File: config.mk
export PLATFORM = sky130hd
export DESIGN_NAME = program_loader_flat
export DESIGN_NICKNAME = d
export VERILOG_FILES = /design/src/rtl/program_loader_pkg.sv /design/src/rtl/program_loader_if.sv /design/src/rtl/program_loader_byte_assembler.sv /design/src/rtl/program_loader.sv /design/src/flat_wrapper.sv
export SDC_FILE = /design/constraint.sdc
export NUM_CORES = 1
export LEC_CHECK = 0
export CORE_ASPECT_RATIO = 0.8
export CORE_MARGIN = 2
export CORE_UTILIZATION = 45
export DETAILED_ROUTE_END_ITERATION = 7
export GPL_ROUTABILITY_DRIVEN = 0
export GPL_TIMING_DRIVEN = 0
export PLACE_DENSITY_LB_ADDON = 0.05
export SYNTH_ARGS = -nofsm -noshare
export SYNTH_HDL_FRONTEND = slang
export SYNTH_SLANG_ARGS = --single-unit
export TNS_END_PERCENT = 10
File: constraint.sdc
create_clock -name clk -period 5.35 [get_ports clk]
set_input_delay 1.07 -clock clk [delete_from_list [all_inputs] [get_ports clk]]
set_output_delay 1.07 -clock clk [all_outputs]
set_load 0.05 [all_outputs]
File: src/rtl/program_loader_pkg.sv
// program_loader shared types: FSM state encoding and command bytes.
// Imported by the loader top and its byte assembler.
package program_loader_pkg;

  typedef enum logic [2:0] {
    IDLE,
    LEN_LO,
    LEN_HI,
    DATA,
    WRITE,
    RUN
  } state_t;

  localparam logic [7:0] CMD_LOAD_IMEM = 8'h01;
  localparam logic [7:0] CMD_LOAD_DMEM = 8'h02;
  localparam logic [7:0] CMD_START     = 8'h03;
  localparam logic [7:0] CMD_STOP      = 8'h04;

endpackage

File: src/rtl/program_loader_if.sv
// Byte stream valid/ready channel into the program loader.
// master drives s_data/s_valid, slave returns s_ready.
interface program_loader_if;
  logic [7:0] s_data;
  logic       s_valid;
  logic       s_ready;

  modport master (
    output s_data,
    output s_valid,
    input  s_ready
  );

  modport slave (
    input  s_data,
    input  s_valid,
    output s_ready
  );
endinterface

File: src/rtl/program_loader_byte_assembler.sv
// Little-endian byte-to-word packer, 4-byte or 8-byte mode.
// Ports: clr/mode8/in_valid/in_byte in; word_nxt/word_done out.
module byte_assembler (
  input  logic        clk,
  input  logic        arst_n,
  input  logic        clr,
  input  logic        mode8,
  input  logic        in_valid,
  input  logic [7:0]  in_byte,
  output logic [63:0] word_nxt,
  output logic        word_done
);

  logic [63:0] word;
  logic [2:0]  cnt;
  logic [2:0]  last;

  assign last      = mode8 ? 3'd7 : 3'd3;
  assign word_done = in_valid && (cnt == last);

  // word_nxt already holds the byte being accepted, so
  // the caller can latch a complete word on word_done.
  always_comb begin
    word_nxt = word;
    word_nxt[{cnt, 3'b000} +: 8] = in_byte;
  end

  always_ff @(posedge clk or negedge arst_n) begin
    if (!arst_n) begin
      word <= '0;
      cnt  <= '0;
    end else if (clr) begin
      word <= '0;
      cnt  <= '0;
    end else if (in_valid) begin
      word <= word_nxt;
      cnt  <= word_done ? 3'd0 : cnt + 3'd1;
    end
  end

endmodule

File: src/rtl/program_loader.sv
// Byte-stream loader for the cpu imem/dmem ext ports and run enable.
// Ports: s (stream slave), *_ext imem, *_ext_2 dmem, enable, busy, err.
module program_loader
  import program_loader_pkg::*;
#(
  parameter int IMEM_WORDS = 512,
  parameter int DMEM_WORDS = 1024
) (
  input  logic              clk,
  input  logic              arst_n,
  program_loader_if.slave   s,
  output logic [63:0]       addr_ext,
  output logic              wen_ext,
  output logic [31:0]       wdata_ext,
  output logic [63:0]       addr_ext_2,
  output logic              wen_ext_2,
  output logic [63:0]       wdata_ext_2,
  output logic              enable,
  output logic              busy,
  output logic              err
);

  localparam logic [16:0] I_LIM = 17'(IMEM_WORDS);
  localparam logic [16:0] D_LIM = 17'(DMEM_WORDS);

  state_t      state;
  state_t      nxt;
  logic        accept;
  logic        sel_d;
  logic [7:0]  cnt_lo;
  logic [15:0] left;
  logic [15:0] idx;
  logic [63:0] word_nxt;
  logic        word_done;
  logic        is_load;
  logic        is_start;
  logic        in_rng;

  assign accept   = s.s_valid && s.s_ready;
  assign is_load  = (s.s_data == CMD_LOAD_IMEM) ||
                    (s.s_data == CMD_LOAD_DMEM);
  assign is_start = (s.s_data == CMD_START);
  assign in_rng   = sel_d ? ({1'b0, idx} < D_LIM)
                          : ({1'b0, idx} < I_LIM);

  byte_assembler u_asm (
    .clk       (clk),
    .arst_n    (arst_n),
    .clr       (state != DATA),
    .mode8     (sel_d),
    .in_valid  (accept && (state == DATA)),
    .in_byte   (s.s_data),
    .word_nxt  (word_nxt),
    .word_done (word_done)
  );

  always_ff @(posedge clk or negedge arst_n) begin
    if (!arst_n) state <= IDLE;
    else         state <= nxt;
  end

  always_comb begin
    nxt = state;
    case (state)
      IDLE: if (accept) begin
        unique case (1'b1)
          is_load:  nxt = LEN_LO;
          is_start: nxt = RUN;
          default:  nxt = IDLE;
        endcase
      end
      LEN_LO: if (accept) nxt = LEN_HI;
      LEN_HI: if (accept) begin
        nxt = ({s.s_data, cnt_lo} == 16'd0) ? IDLE : DATA;
      end
      DATA:  if (word_done) nxt = WRITE;
      WRITE: nxt = (left == 16'd1) ? IDLE : DATA;
      RUN: if (accept && s.s_data == CMD_STOP) nxt = IDLE;
      default: nxt = IDLE;
    endcase
  end

  always_comb begin
    s.s_ready = (state != WRITE);
    busy      = (state != IDLE) && (state != RUN);
    enable    = (state == RUN);
  end

  // Strobes are set on the last payload byte so they are
  // high during WRITE only; address/data latch alongside.
  always_ff @(posedge clk or negedge arst_n) begin
    if (!arst_n) begin
      addr_ext    <= '0;
      wen_ext     <= 1'b0;
      wdata_ext   <= '0;
      addr_ext_2  <= '0;
      wen_ext_2   <= 1'b0;
      wdata_ext_2 <= '0;
      err         <= 1'b0;
      sel_d       <= 1'b0;
      cnt_lo      <= '0;
      left        <= '0;
      idx         <= '0;
    end else begin
      wen_ext   <= 1'b0;
      wen_ext_2 <= 1'b0;
      case (state)
        IDLE: if (accept) begin
          if (is_load) sel_d <= (s.s_data == CMD_LOAD_DMEM);
          err <= !(is_load || is_start);
        end
        LEN_LO: if (accept) cnt_lo <= s.s_data;
        LEN_HI: if (accept) begin
          left <= {s.s_data, cnt_lo};
          idx  <= '0;
        end
        DATA: if (word_done) begin
          if (!in_rng) begin
            err <= 1'b1;
          end else if (sel_d) begin
            wen_ext_2   <= 1'b1;
            addr_ext_2  <= {45'b0, idx, 3'b000};
            wdata_ext_2 <= word_nxt;
          end else begin
            wen_ext   <= 1'b1;
            addr_ext  <= {46'b0, idx, 2'b00};
            wdata_ext <= word_nxt[31:0];
          end
        end
        WRITE: begin
          idx  <= idx + 16'd1;
          left <= left - 16'd1;
        end
        default: ;
      endcase
    end
  end

endmodule

File: src/flat_wrapper.sv
// flat-port wrapper written by rule: the top's interface ports become plain ports
module program_loader_flat import program_loader_pkg::*;
#(
  parameter int IMEM_WORDS = 512,
  parameter int DMEM_WORDS = 1024
)
  (clk, arst_n, addr_ext, wen_ext, wdata_ext, addr_ext_2, wen_ext_2, wdata_ext_2, enable, busy, err, s_s_data, s_s_valid, s_s_ready);
  program_loader_if s_i ();
  input  logic clk;
  input  logic arst_n;
  output logic [63:0] addr_ext;
  output logic wen_ext;
  output logic [31:0] wdata_ext;
  output logic [63:0] addr_ext_2;
  output logic wen_ext_2;
  output logic [63:0] wdata_ext_2;
  output logic enable;
  output logic busy;
  output logic err;
  input wire logic [$bits(s_i.s_data)-1:0] s_s_data;
  input wire logic [$bits(s_i.s_valid)-1:0] s_s_valid;
  output wire logic [$bits(s_i.s_ready)-1:0] s_s_ready;
  assign s_i.s_data = s_s_data;
  assign s_i.s_valid = s_s_valid;
  assign s_s_ready = s_i.s_ready;
  program_loader #(.IMEM_WORDS(IMEM_WORDS), .DMEM_WORDS(DMEM_WORDS)) u_core (.clk(clk), .arst_n(arst_n), .s(s_i), .addr_ext(addr_ext), .wen_ext(wen_ext), .wdata_ext(wdata_ext), .addr_ext_2(addr_ext_2), .wen_ext_2(wen_ext_2), .wdata_ext_2(wdata_ext_2), .enable(enable), .busy(busy), .err(err));
endmodule
==> summary.md <==
| Metric | Value |
|---|---|
| Crit path DAT | roughly 3.4 ns |
| First-pass DRT Iterations | 5 |
| Worst-Margin Slew | approximately 0.86 ns |
| Outcome | finished clean |
| Drt wl/cell | about 17 um |
| Share of cells above drive strength 1 | 0.1293 |
| Top post-synthesis cells by area | dfrtp_1 (54%), mux2i_1 (9.5%), buf_4 (6.9%) |
| Vias | 8715 |
| CTS Buf Count | 25 |
| WS Path Type | flip-flop to primary output |
| Iteration-0 DRC Markers | ~760 |
| Clock Skew | 0.005922 ns |
| Post-Route Utilization | 0.5858 |
| Number of fill cells in the layout | about 2200 |
| Commonest cells in the netlist | dfrtp_1 (242), nor2_1 (131), nand2_1 (122), mux2i_1 (107), buf_4 (104) |
| Clock buffer depth | 3 |
| Ys Warns | 0 |
| Port bufs | 140 |
| Worst-path maximum fanout | 10 |
| Routed Antenna Nets | 0 |
| Final hold vios | 0 |
| Worst-skew pair later-pin latency | roughly 0.52 ns |
| Vias in the first global route | between 8000 and 9000 |
| Max-slew violations | 0 |
| Worst Setup End Kind | primary output |
| Minimum hold slack | approximately 0.35 ns |
| Synth top area share | 0.5360 |
| Main synth FF type | dfrtp_1 |
| Synth-to-layout area growth | 27.05% |
| Vias per Instance | a little over 5 |
| Post-synth cell types | between 50 and 60 |
| Ys async rst share | 1.000 |
| Congestion Overflow GR | 0 |
| Total Nets Final | 1402 |
| CP required | between 4 and 5 ns |
| Crit path launch type | flip-flop |
| Hold buffer count at cts | 0 |
| Post-synth EDFFs | 0 |
| Power Density | 334.2 mW/mm2 |
| Most numerous cell in the Yosys netlist | dfrtp_1 |
| Syn avg cell area | around 10 um2 |
| # diodes | 0 |
| # IOs | about 240 |
| #FFs+latches synth | about 240 |
| RSZ-0062 raised after global routing | no |
| First-pass GRT wire length | ~47000 um |
| Largest net degree at the start of global routing | approximately 120 |
| Min-Delay Path Class | input port to async pin |
| Power, Total | around 4.8 mW |
| Mapped Cells | 1120 |
| CTS Sinks | approximately 240 |
| Reg2Reg Setup Slack | about 2 ns |
| Area of the mapped netlist | ~0.011 mm2 |
| Post-synthesis sequential area ratio | 0.5360 |
| Max-cap violations | 0 |
| Core area | around 0.025 mm2 |
| Die area | about 0.026 mm2 |
| Yosys top cell by area | dfrtp_1 |
| Die X | approximately 180 um |
| Initial Utilization | 0.4611 |
| Total Neg Setup Slack | 0 ns |
| Slew headroom | 0.4263 |
| Htree depth | 1 |
| Initial antenna violation count | 0 |
| Total track usage | 0.2221 |
| Maximum vdd ir drop | 244.9 uV |
| Final HPWL DP | around 20000 um |
| Cell Rows | around 50 |
| Crit share post-route | 0.8428 |
| Crit path time final | 4.509 ns |
| Finish-stage setup viols | 0 |
| Die H | around 150 um |
| CTS tree | built |
| Post-CTS Setup Bufs | 0 |
| Max frequency | between 200 and 250 MHz |
| Post_cts resized | 0 |
| Final WL | approximately 30000 um |
| P_leak | about 6.9 nW |
| Worst-path clk slew | approximately 0.06 ns |
| CTS root buf | clkbuf_16 |
| Drt drc | 0 |
==> cell type report <==
class / instances / area (um2) / area share
buffer: 168 / 1042 / 0.07261
clock inverter: 9 / 151.4 / 0.01055
clock buffer: 34 / 689.4 / 0.04803
inverter: 10 / 37.54 / 0.002615
tap: 318 / 397.9 / 0.02772
timing repair buffer: 142 / 1461 / 0.1018
sequential: 242 / 6056 / 0.4219
multi-input combinational: 795 / 4519 / 0.3148
==> report_power, final <==
group / switching [mW] / leakage, nW / internal [mW] / total, mW
Sequential: 0.100 / 3.33 / 1.94 / 2.04
Combinational: 0.641 / 3.20 / 0.307 / 0.948
Clock: 0.714 / 0.410 / 1.09 / 1.81
Total: 1.46 / 6.94 / 3.34 / 4.80
==> cells in the final DEF (no fill, tap or decap), types with 12 or more instances in the layout <==
| master | Yosys | final |
|---|---|---|
| dfrtp_1 | 242 | 242 |
| clkdlybuf4s50_1 | 0 | 139 |
| nor2_1 | 131 | 131 |
| nand2_1 | 122 | 122 |
| mux2i_1 | 107 | 107 |
| buf_4 | 104 | 104 |
| a21oi_1 | 96 | 96 |
| conb_1 | 1 | 96 |
| o21ai_0 | 61 | 61 |
| clkbuf_1 | 52 | 58 |
| nand3_1 | 42 | 42 |
| clkbuf_16 | 0 | 25 |
| mux2_2 | 18 | 18 |
| o211ai_1 | 12 | 12 |
==> metrics by stage <==
stage	setup WS (ns)	std cells	cell area [um2]
global route	0.6546	1718	14360
global placement	-7.345	1673	13450
finish	0.8412	1718	14360
CTS	0.8740	1718	14360
floorplan	2.557	1215	11650
detailed placement	1.444	1675	13510
==> state kept, by name (all words and copies together) (netlist names), 3 cells and up <==
signal and cells:
u_core.u_asm.cnt 3, u_core.state 3, u_core.addr_ext_2 16, u_core.addr_ext 16
u_core.u_asm.word 64, u_core.idx 16, u_core.wdata_ext 32, u_core.left 16
u_core.wdata_ext_2 64, u_core.cnt_lo 8
==> routing by layer <==
layer,vias up,GRT usage,part of all wire
met5,-,0,0
met4,0,0.04675,0.018
met3,37,0.03554,0.065
met2,324,0.3193,0.42
met1,4168,0.3521,0.50
li1,4186,-,-
==> worst max-delay path, cell delays in order (launching register included) <==
cell and delay [ns]:
dfrtp_1 0.32, clkbuf_1 0.33, nor3b_2 0.17, inv_1 0.24
clkbuf_1 0.43, clkbuf_1 0.51, clkdlybuf4s50_1 0.91
==> logic make-up (layout without fill, tap and decap cells) <==
group                      after synthesis  count (layout)  share of synthesized area
and+or+nand+nor                        367             367                     0.1455
DFF                                    242             242                     0.5360
AOI/OAI and AO/OA                      198             198                     0.1003
buffers and inverters                  178             363                    0.09557
muxes                                  126             126                     0.1137
adders and majority gates                7               7                   0.007752
other                                    1              96                  0.0003319
xor gates and xnor gates                 1               1                  0.0007753
==> final timing paths <==
check / startpoint / endpoint / cells past startpoint
setup / recovery: u_core.state[1]$_DFFE_PN0P_ / s_s_ready / 6
hold / removal: arst_n / u_core.addr_ext[11]$_DFFE_PN0P_ / 1
setup reg to reg: u_core.u_asm.cnt[0]$_DFFE_PN0P_ / u_core.wdata_ext[31]$_DFFE_PN0P_ / 10
hold reg to reg: u_core.addr_ext[4]$_DFFE_PN0P_ / u_core.addr_ext[4]$_DFFE_PN0P_ / 2
max in group asynchronous: arst_n / u_core.cnt_lo[7]$_DFFE_PN0P_ / 2
min in group clk: u_core.addr_ext[4]$_DFFE_PN0P_ / u_core.addr_ext[4]$_DFFE_PN0P_ / 2
(Power assumes the default switching activity.)
